`src/rtl/point_update_scheduler.sv`:
```
`default_nettype none
// ============================================================================
//  Module      : point_update_scheduler
//  Description : Walks the shared point-update engine over every node of the
//                car body once per physics frame. Owns the node state array,
//                issues one engine job per node in index order, commits each
//                result and exposes node state on a registered read port.
//  Revision    : 1.0  initial release
// ============================================================================
module point_update_scheduler #(
    parameter int NUM_NODES      = 8,
    parameter int POSITION_SIZE  = 8,
    parameter int VELOCITY_SIZE  = 8,
    parameter int TIMEOUT_CYCLES = 1024,
    parameter int IDX_W          = (NUM_NODES > 1) ? $clog2(NUM_NODES) : 1
) (
    input  logic                     clk_in,
    input  logic                     rst_in,

    // frame control
    input  logic                     frame_start_in,

    // initial state load (honoured only while idle)
    input  logic                     init_valid_in,
    input  logic [IDX_W-1:0]         init_idx_in,
    input  logic [POSITION_SIZE-1:0] init_pos_x_in,
    input  logic [POSITION_SIZE-1:0] init_pos_y_in,
    input  logic [VELOCITY_SIZE-1:0] init_vel_x_in,
    input  logic [VELOCITY_SIZE-1:0] init_vel_y_in,

    // engine request side
    output logic                     eng_begin_out,
    output logic [POSITION_SIZE-1:0] eng_pos_x_out,
    output logic [POSITION_SIZE-1:0] eng_pos_y_out,
    output logic [VELOCITY_SIZE-1:0] eng_vel_x_out,
    output logic [VELOCITY_SIZE-1:0] eng_vel_y_out,

    // engine result side
    input  logic                     eng_result_in,
    input  logic [POSITION_SIZE-1:0] eng_new_pos_x_in,
    input  logic [POSITION_SIZE-1:0] eng_new_pos_y_in,
    input  logic [VELOCITY_SIZE-1:0] eng_new_vel_x_in,
    input  logic [VELOCITY_SIZE-1:0] eng_new_vel_y_in,

    // renderer read port
    input  logic [IDX_W-1:0]         rd_idx_in,
    output logic [POSITION_SIZE-1:0] rd_pos_x_out,
    output logic [POSITION_SIZE-1:0] rd_pos_y_out,
    output logic [VELOCITY_SIZE-1:0] rd_vel_x_out,
    output logic [VELOCITY_SIZE-1:0] rd_vel_y_out,

    // status
    output logic                     busy_out,
    output logic                     frame_done_out,
    output logic [15:0]              frame_count_out,
    output logic                     overrun_out,
    output logic                     timeout_out
);

    // ------------------------------------------------------------------------
    // Constants
    // ------------------------------------------------------------------------
    // The wait counter must be able to hold TIMEOUT_CYCLES itself.
    localparam int               c_TMO_W     = $clog2(TIMEOUT_CYCLES + 1);
    // Last WAIT cycle index: leaving here gives exactly TIMEOUT_CYCLES waits.
    localparam logic [c_TMO_W-1:0] c_TMO_LAST = c_TMO_W'(TIMEOUT_CYCLES - 1);
    localparam logic [IDX_W-1:0]   c_LAST_IDX = IDX_W'(NUM_NODES - 1);
    // Node count one bit wider than an index, for range checks on
    // externally supplied indices when NUM_NODES is not a power of two.
    localparam logic [IDX_W:0]     c_NODES_EXT = (IDX_W + 1)'(NUM_NODES);

    // ------------------------------------------------------------------------
    // State machine encoding
    // ------------------------------------------------------------------------
    typedef enum logic [2:0] {
        S_IDLE  = 3'd0,
        S_ISSUE = 3'd1,
        S_WAIT  = 3'd2,
        S_WRITE = 3'd3,
        S_DONE  = 3'd4
    } state_t;

    state_t r_state;
    state_t w_state_next;

    // ------------------------------------------------------------------------
    // Storage
    // ------------------------------------------------------------------------
    // Node state array; fields are two's complement and stored bit-exact.
    logic [POSITION_SIZE-1:0] r_node_px [NUM_NODES];
    logic [POSITION_SIZE-1:0] r_node_py [NUM_NODES];
    logic [VELOCITY_SIZE-1:0] r_node_vx [NUM_NODES];
    logic [VELOCITY_SIZE-1:0] r_node_vy [NUM_NODES];

    logic [IDX_W-1:0]         r_idx;
    logic [c_TMO_W-1:0]       r_tmo_cnt;

    logic [POSITION_SIZE-1:0] r_eng_px;
    logic [POSITION_SIZE-1:0] r_eng_py;
    logic [VELOCITY_SIZE-1:0] r_eng_vx;
    logic [VELOCITY_SIZE-1:0] r_eng_vy;

    logic [POSITION_SIZE-1:0] r_rd_px;
    logic [POSITION_SIZE-1:0] r_rd_py;
    logic [VELOCITY_SIZE-1:0] r_rd_vx;
    logic [VELOCITY_SIZE-1:0] r_rd_vy;

    logic [15:0]              r_frame_cnt;
    logic                     r_overrun;
    logic                     r_timeout;

    // ------------------------------------------------------------------------
    // Control strobes from the next-state logic
    // ------------------------------------------------------------------------
    logic                     w_init_in_range;
    logic                     w_rd_in_range;
    logic                     w_init_wr;
    logic                     w_load_eng;
    logic                     w_capture;
    logic                     w_timeout;
    logic                     w_overrun;
    logic [IDX_W-1:0]         w_idx_next;

    // Engine operand source; an init write to the node about to be issued
    // in the same cycle is forwarded so the engine sees the new value.
    logic                     w_bypass;
    logic [POSITION_SIZE-1:0] w_src_px;
    logic [POSITION_SIZE-1:0] w_src_py;
    logic [VELOCITY_SIZE-1:0] w_src_vx;
    logic [VELOCITY_SIZE-1:0] w_src_vy;

    assign w_init_in_range = ({1'b0, init_idx_in} < c_NODES_EXT);
    assign w_rd_in_range   = ({1'b0, rd_idx_in}   < c_NODES_EXT);

    // State register.
    always_ff @(posedge clk_in) begin
        if (rst_in) begin
            r_state <= S_IDLE;
        end else begin
            r_state <= w_state_next;
        end
    end

    // Next-state decode and per-cycle datapath strobes.
    always_comb begin
        w_state_next = r_state;
        w_init_wr    = 1'b0;
        w_load_eng   = 1'b0;
        w_capture    = 1'b0;
        w_timeout    = 1'b0;
        w_idx_next   = r_idx;
        w_overrun    = frame_start_in && (r_state != S_IDLE);

        case (r_state)
            S_IDLE: begin
                w_init_wr = init_valid_in && w_init_in_range;
                if (frame_start_in) begin
                    w_state_next = S_ISSUE;
                    w_idx_next   = '0;
                    w_load_eng   = 1'b1;
                end
            end
            S_ISSUE: begin
                w_state_next = S_WAIT;
            end
            S_WAIT: begin
                if (eng_result_in) begin
                    w_capture    = 1'b1;
                    w_state_next = S_WRITE;
                end else if (r_tmo_cnt == c_TMO_LAST) begin
                    w_timeout    = 1'b1;
                    w_state_next = S_WRITE;
                end
            end
            S_WRITE: begin
                if (r_idx == c_LAST_IDX) begin
                    w_state_next = S_DONE;
                end else begin
                    w_state_next = S_ISSUE;
                    w_idx_next   = r_idx + 1'b1;
                    w_load_eng   = 1'b1;
                end
            end
            S_DONE: begin
                w_state_next = S_IDLE;
            end
            default: begin
                w_state_next = S_IDLE;
            end
        endcase
    end

    // Operand select for the next engine job, with init-write forwarding.
    always_comb begin
        w_bypass = w_init_wr && (init_idx_in == w_idx_next);
        if (w_bypass) begin
            w_src_px = init_pos_x_in;
            w_src_py = init_pos_y_in;
            w_src_vx = init_vel_x_in;
            w_src_vy = init_vel_y_in;
        end else begin
            w_src_px = r_node_px[w_idx_next];
            w_src_py = r_node_py[w_idx_next];
            w_src_vx = r_node_vx[w_idx_next];
            w_src_vy = r_node_vy[w_idx_next];
        end
    end

    // Node index register.
    always_ff @(posedge clk_in) begin
        if (rst_in) begin
            r_idx <= '0;
        end else begin
            r_idx <= w_idx_next;
        end
    end

    // Engine wait counter: cleared on issue, counts every WAIT cycle.
    always_ff @(posedge clk_in) begin
        if (rst_in) begin
            r_tmo_cnt <= '0;
        end else if (r_state == S_ISSUE) begin
            r_tmo_cnt <= '0;
        end else if (r_state == S_WAIT) begin
            r_tmo_cnt <= r_tmo_cnt + 1'b1;
        end
    end

    // Node array: idle-time init writes and engine result commits.
    always_ff @(posedge clk_in) begin
        if (rst_in) begin
            for (int i = 0; i < NUM_NODES; i++) begin
                r_node_px[i] <= '0;
                r_node_py[i] <= '0;
                r_node_vx[i] <= '0;
                r_node_vy[i] <= '0;
            end
        end else begin
            if (w_init_wr) begin
                r_node_px[init_idx_in] <= init_pos_x_in;
                r_node_py[init_idx_in] <= init_pos_y_in;
                r_node_vx[init_idx_in] <= init_vel_x_in;
                r_node_vy[init_idx_in] <= init_vel_y_in;
            end
            if (w_capture) begin
                r_node_px[r_idx] <= eng_new_pos_x_in;
                r_node_py[r_idx] <= eng_new_pos_y_in;
                r_node_vx[r_idx] <= eng_new_vel_x_in;
                r_node_vy[r_idx] <= eng_new_vel_y_in;
            end
        end
    end

    // Engine operand registers, loaded on entry to ISSUE and held through WAIT.
    always_ff @(posedge clk_in) begin
        if (rst_in) begin
            r_eng_px <= '0;
            r_eng_py <= '0;
            r_eng_vx <= '0;
            r_eng_vy <= '0;
        end else if (w_load_eng) begin
            r_eng_px <= w_src_px;
            r_eng_py <= w_src_py;
            r_eng_vx <= w_src_vx;
            r_eng_vy <= w_src_vy;
        end
    end

    // Registered renderer read port; out-of-range indices read as zero.
    always_ff @(posedge clk_in) begin
        if (rst_in) begin
            r_rd_px <= '0;
            r_rd_py <= '0;
            r_rd_vx <= '0;
            r_rd_vy <= '0;
        end else if (w_rd_in_range) begin
            r_rd_px <= r_node_px[rd_idx_in];
            r_rd_py <= r_node_py[rd_idx_in];
            r_rd_vx <= r_node_vx[rd_idx_in];
            r_rd_vy <= r_node_vy[rd_idx_in];
        end else begin
            r_rd_px <= '0;
            r_rd_py <= '0;
            r_rd_vx <= '0;
            r_rd_vy <= '0;
        end
    end

    // Frame counter and sticky error flags (cleared only by reset).
    always_ff @(posedge clk_in) begin
        if (rst_in) begin
            r_frame_cnt <= '0;
            r_overrun   <= 1'b0;
            r_timeout   <= 1'b0;
        end else begin
            if (r_state == S_DONE) begin
                r_frame_cnt <= r_frame_cnt + 16'd1;
            end
            if (w_overrun) begin
                r_overrun <= 1'b1;
            end
            if (w_timeout) begin
                r_timeout <= 1'b1;
            end
        end
    end

    // ------------------------------------------------------------------------
    // Outputs (all decoded from registers)
    // ------------------------------------------------------------------------
    assign eng_begin_out   = (r_state == S_ISSUE);
    assign busy_out        = (r_state != S_IDLE);
    assign frame_done_out  = (r_state == S_DONE);
    assign eng_pos_x_out   = r_eng_px;
    assign eng_pos_y_out   = r_eng_py;
    assign eng_vel_x_out   = r_eng_vx;
    assign eng_vel_y_out   = r_eng_vy;
    assign rd_pos_x_out    = r_rd_px;
    assign rd_pos_y_out    = r_rd_py;
    assign rd_vel_x_out    = r_rd_vx;
    assign rd_vel_y_out    = r_rd_vy;
    assign frame_count_out = r_frame_cnt;
    assign overrun_out     = r_overrun;
    assign timeout_out     = r_timeout;

endmodule
`default_nettype wire

```
`config.mk`:
```
export PLATFORM = sky130hd
export DESIGN_NAME = point_update_scheduler
export DESIGN_NICKNAME = d
export VERILOG_FILES = /design/src/rtl/point_update_scheduler.sv
export SDC_FILE = /design/constraint.sdc
export NUM_CORES = 1
export LEC_CHECK = 0
export ABC_CLOCK_PERIOD_IN_PS = 3600
export CORE_AREA = 5 5 243 245
export CTS_CLUSTER_DIAMETER = 40
export DETAILED_ROUTE_END_ITERATION = 10
export DIE_AREA = 0 0 248 250
export PLACE_DENSITY_LB_ADDON = 0.15
export SYNTH_ARGS = -nofsm -noshare
export SYNTH_HDL_FRONTEND = slang
export SYNTH_SLANG_ARGS = --single-unit
```
`constraint.sdc`:
```
create_clock -name clk_in -period 3.6 [get_ports clk_in]
set_input_delay 0.72 -clock clk_in [delete_from_list [all_inputs] [get_ports clk_in]]
set_output_delay 0.72 -clock clk_in [all_outputs]
set_load 0.1 [all_outputs]
```
# Yosys cells after proc, flatten, opt, wreduce, memory -nomap -nowiden
# Memories as Yosys holds them, arrays and structs flattened. A register that Yosys moved wholly into a read port is not among the register bits.
# Index checks and enable logic that the tools add are counted.
# totals
regBits	35
ramBits	256
inputBits	75
elab_cells	83
mem_count	4
# memory_table
memory	depth	word_bits	rd	rd_ports_with_merged_regs	write_ports	line_no	source
r_node_px	8	8	2	2	8	90	logic [POSITION_SIZE-1:0] r_node_px [NUM_NODES];
r_node_py	8	8	2	2	8	91	logic [POSITION_SIZE-1:0] r_node_py [NUM_NODES];
r_node_vx	8	8	2	2	8	92	logic [VELOCITY_SIZE-1:0] r_node_vx [NUM_NODES];
r_node_vy	8	8	2	2	8	93	logic [VELOCITY_SIZE-1:0] r_node_vy [NUM_NODES];
# classes
add_sub_neg	3
eq_ne	8
mux	49
reduce_logical	13
# ops
op	count
2-to-1 mux 8 bit	8
OR reduction 8 bit	8
2-to-1 mux 3 bit	14
2-to-1 mux 1 bit	24
adder 16 x 1 -> 16 bit (second input constant)	1
case mux 3 bit (4 select lines)	1
adder 11 x 1 -> 11 bit (second input constant)	1
== test 11 x 10 -> 1 bit (second input constant)	1
== test 3 x 2 -> 1 bit (second input constant)	2
== test 3 bit (second input constant)	2
case mux 3 bit (2 select lines)	1
adder 3 x 1 -> 3 bit (second input constant)	1
== test 3 x 1 -> 1 bit (second input constant)	1
logical NOT 3 bit	1
!= test 3 bit (second input constant)	1
nonzero test 3 bit	1
!= test 2 bit (second input constant)	1
case mux 1 bit (2 select lines)	1
AND reduction 2 bit	1
OR reduction 2 bit	1
logical AND 1 bit	1

# Logic depth before layout (Yosys ltp)
# Gate-level depths: netlist of run 1.
# logic_depth
word_depth	8
mapped_depth	12
mapped_depth_nobuf	8

# Worst setup path before layout of run 1
# No wires, ideal clock.
# synth_path
kind	input to register
from	input port rst_in
to	memory r_node_px[3][0], enable pin
setup_ps	394
t_arrival_ps	2887
required_ps	3206
slack_ps	319
stages	8
n_path_buf	2
path_cell_list	or3_4 nor2_1 buf_2 buf_2 nand3b_1 o31ai_1 nand2_1 nand2b_1
# synth_rtl
element	line_no	source
start, declared	18	input logic rst_in,
end, declared	90	

# Worst setup path in the final report of run 1
# layout_path
from	register r_state[0]
to	register r_eng_vx[3] (netlist: eng_vel_x_out[3]) (read register of r_node_vx)
# layout_via
elab_chain_len	2
word_cells_on_any_way	4
classes_between	eq/ne: 1; mux: 2; reduce/logical: 1
# layout_rtl
element	line_no	source
start, declared	83	state_t r_state;
start signal, assigned	140	r_state <= w_state_next;
== test 3 x 2 -> 1 bit or logical NOT 3 bit (tied branches)	154	case (r_state)
case mux 3 bit (2 select lines) or case mux 1 bit (2 select lines) (tied branches)	154	
end, declared	100	logic [VELOCITY_SIZE-1:0] r_eng_vx;
# Parallel ways exist; a longest one is shown, timed or not.
# A chain may end at the register's enable or synchronous reset.

==> reports/results.tsv, run 1 <==
metric	value	unit
Final period util	85.3	%
post-layout min period	3.07	ns
die height	250	um
Pre-antenna DRT Iters	6	
yosys warns	0	
Die Wd	248	um
Layout area overhead	28.8	%
Max-slew headroom	18.0	%
postcts setup bufs	0	
fmax	0.326	GHz
critical path fanouts, max	29	
initial antenna violation count	1	
Max rail drop VDD	0.298	mV
clock latency at the later pin of the worst-skew pair	0.61	ns
CP Class	reg2reg	
GRT Total Usage	22.3	%
CTS Buf Count	73	
wire length per cell	24.9	um
commonest cells after routing, fill and taps aside	327 x nor2_1, 256 x edfxtp_1, 195 x mux2i_1	
post-synthesis cell area	19600	sq um
reg-to-reg endpoint	eng_vel_x_out[3]	
CTS max path bufs	3	
EDFF count, synth	256	
Routed WL	70900	um
synthesized net count	1935	
ys flop type	edfxtp_1	
Hold EP	overrun_out	
Reg clk slew, reported paths	0.05	ns
status	finished clean	
layout cells sized above 1	17.1	%
Seq/Total Area, Yosys	49.4	%
CTS Sinks	355	
Mapped Cells	1857	
Fillers	5382	
Post-CTS Resized	0	
largest net degree at the start of global routing	222	
placed insts	2710	
Avg Inst Size Synth	10.5	sq um
number of global-route vias before repair	16669	
Congestion Overflow GR	0	
starting density of the core	34.4	%
Final Non-Filler Cells	2847	
area of the multi-input gates	9180	sq um
Synth async-reset ratio	0	%
Core Area	56900	sq um
GP Congestion	0.800	
final net count	2098	
CTS tree	built	
Leakage Power	8.74	nW
die area	62000	sq um
clk root buf	clkbuf_16	
vias per cell	5.83	
Min Hold Slack	0.461	ns
Iter 0 DRT Violations	1734	
hpwl dp	40500	um
Hold Vio Cnt, Final	0	
Final Util	44.3	%
clk_skew	0.0358	ns
Reg2Reg Depth	9	
CP arrival	3.56	ns
post-route ant nets	0	
register area	9670	sq um
Worst setup SP type	flop	
Hold Crit Class	reg2reg	
Yosys cell types	58	
Vias	16601	
# setup viols final	0	
Critical Path RT	4.09	ns
hold wc startpoint	overrun_out	
Critical Path End Type	flop	
worst-margin pin slew	1.23	ns
reg2reg setup slack	0.53	ns
Power Dens Cells	570	nW/um^2
Remaining DRCs	0	
hold_buf cts	0	
worst hold path stage count	2	
final slew viol count	0	
H-tree lvl count	3	
PortBufs	159	
post-synthesis register bit count	355	
first-pass GRT wire length	105000	um
FP Rows	88	
most common cell after layout, fill and taps aside	nor2_1	
max-cap violations	0	
io pins	160	
RSZ-0062 raised after global routing	no	
worst r2r src	r_state[0]	
report_power, final:
part           switching (W)  internal (W)  total (W)
clock                0.00239       0.00465    0.00704
sequential          0.000187       0.00463    0.00482
combinational        0.00171      0.000804    0.00251
total                0.00428        0.0101     0.0144
worst max-delay path, cell delays in order (launching register included):
cell      delay, ns
dfxtp_1        0.62
or4b_4         0.28
buf_4          0.15
o211ai_4       0.10
nor2_4         0.94
o221ai_1       0.28
a21oi_1        0.19
nor3_1         0.08
buf_4          0.13
a21o_1         0.16
metrics by stage:
step / cell area, sq um / worst slack (ns) / setup TNS, ns / total power (W)
2_1_floorplan: 19600 / 0.319 / 0 / 0.00648
3_3_place_gp: 22600 / -0.0197 / -0.0269 / 0.00737
3_5_place_dp: 22600 / 0.0197 / 0 / 0.00739
4_1_cts: 25200 / 0.518 / 0 / 0.0145
5_1_grt: 25200 / 0.286 / 0 / 0.0148
6_report: 25200 / 0.530 / 0 / 0.0144
how the worst max path moves through the flow:
stage	start	to	slack [ns]	cells past startpoint
2_1_floorplan	rst_in	r_node_px[3][0]	0.32	8
3_3_place_gp	frame_start_in	eng_vel_x_out[3]	-0.02	10
3_5_place_dp	frame_start_in	eng_vel_x_out[3]	0.02	10
4_1_cts	r_state[0]	eng_vel_x_out[7]	0.52	9
5_1_grt	r_idx[0]	eng_vel_x_out[2]	0.29	7
6_report	r_state[0]	eng_vel_x_out[3]	0.53	9
Yosys cell counts, drive strengths merged, types with 4 or more instances:
master	n	area (sq um)
nor3	16	80.1
a21oi	128	641
or3	4	30.0
dfxtp	99	1980
nand2b	14	87.6
nor2	332	1250
o211ai	28	215
or4b	22	220
o21ai	130	654
and3	7	43.8
nand4	10	62.6
o22ai	29	181
xnor2	10	87.6
mux2i	195	1950
buf	67	372
nand3	71	355
nand2	65	246
xor2	15	131
mux4	64	1440
a21o	12	90.1
edfxtp	256	7690
a31oi	66	428
clkbuf	115	432
o221ai	62	543
cell type report:
cell class	count	area share [%]
Inverter	2	0.0298
Clock inverter	48	2.22
Multi-Input combinational cell	1318	36.4
Sequential cell	355	38.4
Timing Repair Buffer	270	11.0
Antenna cell	1	0.00993
Clock buffer	88	8.09
Tap cell	765	3.80
sequential cells by signal, summed over array words and instances, names as in the netlist, 11 cells and up:
register	flops
frame_count_out	16
r_node_px	64
r_node_py	64
r_node_vx	64
r_node_vy	64
r_tmo_cnt	11
per-layer routing:
metal	wire, um	vias up	global-route usage, %
met5	0	-	0
met4	1930	0	7.53
met3	5760	127	4.25
met2	33500	787	36.1
met1	29700	8286	30.1
li1	-	7401	-
cell families after synthesis:
| logic type | synth area share (%) |
|---|---|
| AOI/OAI and AO/OA | 14.9 |
| xor gates and xnor gates | 1.12 |
| muxes | 17.5 |
| adders and majority gates | 0.192 |
| buffers and inverters | 4.15 |
| DFF | 49.4 |
| and+or+nand+nor | 12.8 |
Power figures use the tool's default switching activity.
==> run 2: changes to the inputs <==
- CORE_AREA: 5 5 243 245 -> 10 10 248 250
- DIE_AREA: 0 0 248 250 -> 0 0 258 260
==> reports/results.tsv, run 2 (synthesis results as in run 1) <==
metric	value	unit
FP Rows	87	
Layout area overhead	27.4	%
critical path fanouts, max	66	
Critical Path RT	4.09	ns
GR peak layer	met2	
GRT met1 Usage	26.1	%
Max-slew headroom	22.3	%
Critical path origin	r_idx[1]	
final net count	2096	
CP arrival	3.74	ns
Vias	16549	
starting density of the core	34.8	%
H-tree lvl count	3	
area of the multi-input gates	9180	sq um
GRT Total Usage	20.7	%
clk_skew	0.0273	ns
number of global-route vias before repair	16399	
Max rail drop VDD	0.313	mV
CTS tree	built	
clock latency at the later pin of the worst-skew pair	0.59	ns
CTS Buf Count	72	
post-layout min period	3.25	ns
internal power	0.00998	W
Final Non-Filler Cells	2828	
fmax	0.308	GHz
# setup viols final	0	
sequential cell fraction of total power	34.0	%
Routed WL	71600	um
placed insts	2700	
Antenna Cells	0	
wire length per cell	25.3	um
hpwl dp	40700	um
Congestion Overflow GR	0	
part of the power in combinational logic	17.5	%
worst r2r src	r_idx[1]	
Reg clk slew, reported paths	0.05	ns
Remaining DRCs	0	
register area	9670	sq um
CTS max path bufs	3	
RSZ-0062 raised after global routing	no	
Final period util	90.2	%
Worst setup SP type	flop	
hold_buf cts	0	
setup ws final	0.353	ns
final slew viol count	0	
Hold Crit Class	reg2reg	
Post-CTS Resized	0	
Fillers	5227	
Pre-antenna DRT Iters	5	
placed instance area	22400	sq um
postcts setup bufs	0	
Leakage Power	8.63	nW
met2 GRT Util	33.9	%
NetSw	0.00418	W
commonest cells after routing, fill and taps aside	327 x nor2_1, 256 x edfxtp_1, 195 x mux2i_1	
CP Class	reg2reg	
hold wc startpoint	eng_pos_y_out[3]	
Critical Path End Type	flop	
die area	67100	sq um
io pins	160	
design area	24900	sq um
worst-margin pin slew	1.17	ns
CTS Sinks	355	
initial antenna violation count	0	
Clk pwr share	48.5	%
Iter 0 DRT Violations	1611	
dpl ws	0.0747	ns
Hold Vio Cnt, Final	0	
GP Congestion	0.810	
Die Wd	258	um
max-cap violations	0	
first-pass GRT wire length	105000	um
vias per cell	5.85	
die height	260	um
layout cells sized above 1	16.6	%
GRT met3 Usage	4.38	%
post-route ant nets	0	
Power Dens Cells	568	nW/um^2
PortBufs	159	
largest net degree at the start of global routing	115	
most common cell after layout, fill and taps aside	nor2_1	
status	finished clean	
Min Hold Slack	0.466	ns
Core Area	56300	sq um
final setup TNS	0	ns
sw frac	29.5	%
clk root buf	clkbuf_16	
run 2: worst max-delay path, cell delays in order, from the launching register on:
cell and delay, ns:
dfxtp_2 0.32, buf_4 0.83, o211ai_1 0.43, o211ai_1 0.34
a22oi_2 0.12, a31oi_4 0.28, buf_12 0.26, or4b_1 0.46
o211ai_1 0.11
run 2: area by class of cell:
class | count | share of cell area, %
clock buffer | 90 | 8.00
clock inverter | 38 | 1.96
inverter | 2 | 0.0301
multi-input combinational | 1318 | 36.8
sequential | 355 | 38.8
tap | 756 | 3.80
timing repair buffer | 269 | 10.5
run 2: metrics by stage:
stage,utilization (%),power (W)
global placement,39.9,0.00734
floorplan,-,0.00648
detailed placement,39.9,0.00736
global route,44.3,0.0146
CTS,44.3,0.0143
finish,44.3,0.0142
run 2: final timing paths:
check	to	slack [ns]	cells past startpoint
worst max-delay path	eng_vel_x_out[7]	0.35	8
worst min-delay path	eng_pos_y_out[3]	0.47	2
worst max register to register	eng_vel_x_out[7]	0.35	8
worst min register to register	eng_pos_y_out[3]	0.47	2
run 2: layer usage:
layer	up-vias	part of all wire (%)
met5	-	0
met4	0	3.3
met3	171	8.8
met2	824	47
met1	8175	41
li1	7379	-
run 2: power by group through the flow:
stage	Combinational, W	Sequential, W	Clock [W]
2_1_floorplan	0.00112	0.00536	0
3_3_place_gp	0.00246	0.00487	0
3_5_place_dp	0.00248	0.00488	0
4_1_cts	0.00248	0.00480	0.00697
5_1_grt	0.00260	0.00483	0.00717
6_report	0.00248	0.00481	0.00687
==> run 3: changes to the inputs <==
- SLEW_MARGIN: default -> 40
==> reports/results.tsv, run 3 (synthesis results as in run 1) <==
metric	value	unit
vias per cell	5.83	
commonest cells after routing, fill and taps aside	327 x nor2_1, 256 x edfxtp_1, 195 x mux2i_1	
CP Class	in2reg	
Hold Crit Class	reg2reg	
CTS max path bufs	3	
GP Congestion	0.810	
clk_skew	0.0226	ns
CTS Buf Count	73	
Critical Path RT	4.12	ns
fmax	0.341	GHz
Post-CTS Resized	0	
Layout area overhead	25.7	%
GR peak layer	met2	
CP arrival	3.45	ns
most common cell after layout, fill and taps aside	nor2_1	
Pre-antenna DRT Iters	6	
final slew viol count	0	
Fillers	5330	
met2 GRT Util	33.6	%
hold_buf cts	0	
Remaining DRCs	0	
Critical Path End Type	flop	
status	finished clean	
post-route ant nets	0	
placed insts	2701	
io pins	160	
Final Non-Filler Cells	2837	
critical path fanouts, max	44	
die height	260	um
Power Dens Cells	574	nW/um^2
initial antenna violation count	1	
starting density of the core	34.8	%
GRT met3 Usage	4.35	%
Reg2Reg Depth	10	
clk root buf	clkbuf_16	
Congestion Overflow GR	0	
wire length per cell	25.2	um
max-cap violations	0	
area of the multi-input gates	9180	sq um
clock latency at the later pin of the worst-skew pair	0.60	ns
final setup TNS	0	ns
first-pass GRT wire length	105000	um
CTS Sinks	355	
PortBufs	159	
post-layout min period	2.93	ns
GRT met1 Usage	26.4	%
Vias	16543	
Die Wd	258	um
Reg clk slew, reported paths	0.05	ns
Final period util	81.4	%
register area	9670	sq um
H-tree lvl count	3	
Routed WL	71500	um
hpwl dp	40900	um
Iter 0 DRT Violations	1574	
worst-margin pin slew	0.868	ns
largest net degree at the start of global routing	115	
worst hold path stage count	2	
FP Rows	87	
die area	67100	sq um
number of global-route vias before repair	16411	
CTS tree	built	
GRT Total Usage	20.7	%
layout cells sized above 1	20.5	%
Hold Vio Cnt, Final	0	
Core Area	56300	sq um
Leakage Power	8.81	nW
Worst setup SP type	primary input	
RSZ-0062 raised after global routing	no	
postcts setup bufs	0	
Max-slew headroom	42.1	%
final net count	2098	
# setup viols final	0	
Max rail drop VDD	0.357	mV
## run 3: cell types whose count changed in the layout (fill, tap and decap cells not counted), sizes merged, moves of 2 or more
cell	previous run	this run
buf	121	200
clkdlybuf4s50	148	70
clkinv	13	21
bufinv	9	7
clkbuf	90	92
## run 3: critical path, stage by stage
cell and delay, ns:
clkdlybuf4s50_1 0.53, or4b_4 0.59, o211ai_1 0.29, buf_12 0.34, a31oi_1 0.08, o21ai_0 0.21, o22ai_1 0.11, or4b_1 0.46
o211ai_1 0.10
## run 3: power breakdown
part,total [W],internal [W],leakage (nW),switching [W]
Sequential,0.00481,0.00463,3.46,0.000177
Combinational,0.00242,0.000704,4.13,0.00172
Clock,0.00689,0.00457,1.22,0.00232
## run 3: final timing paths
kind	from	slack (ns)	endpoint
min reg2reg	eng_pos_y_out[3]	0.47	eng_pos_y_out[3]
max reg2reg	r_idx[2]	0.69	eng_pos_y_out[7]
min	eng_pos_y_out[3]	0.47	eng_pos_y_out[3]
max	frame_start_in	0.67	eng_vel_y_out[1]
## run 3: metal layers
layer  share of wire, %  vias up  wire, um
li1                   -     7396         -
met1                 42     8196     30000
met2                 47      792     33600
met3                7.9      159      5630
met4                3.2        0      2320
met5                  0        -         0
## run 3: layout make-up
| type | instances | area share [%] |
|---|---|---|
| diodes | 1 | 0.0102 |
| clock inverters | 43 | 1.83 |
| well taps | 756 | 3.85 |
| flip-flops and latches | 355 | 39.3 |
| multi-input cells | 1318 | 37.3 |
| repair buffers | 270 | 9.21 |
| clock buffers | 92 | 8.40 |
| inverters | 2 | 0.0305 |
## run 3: metrics by stage
stage | total power [W] | util [%] | setup slack [ns] | hold WS, ns | area, sq um
floorplan | 0.00648 | - | 0.319 | 0.479 | 19600
global placement | 0.00734 | 39.9 | 0.0844 | 0.464 | 22400
detailed placement | 0.00729 | 39.2 | 0.111 | 0.458 | 22100
CTS | 0.0142 | 43.7 | 0.636 | 0.467 | 24600
global route | 0.0146 | 43.7 | 0.440 | 0.481 | 24600
finish | 0.0141 | 43.7 | 0.669 | 0.466 | 24600
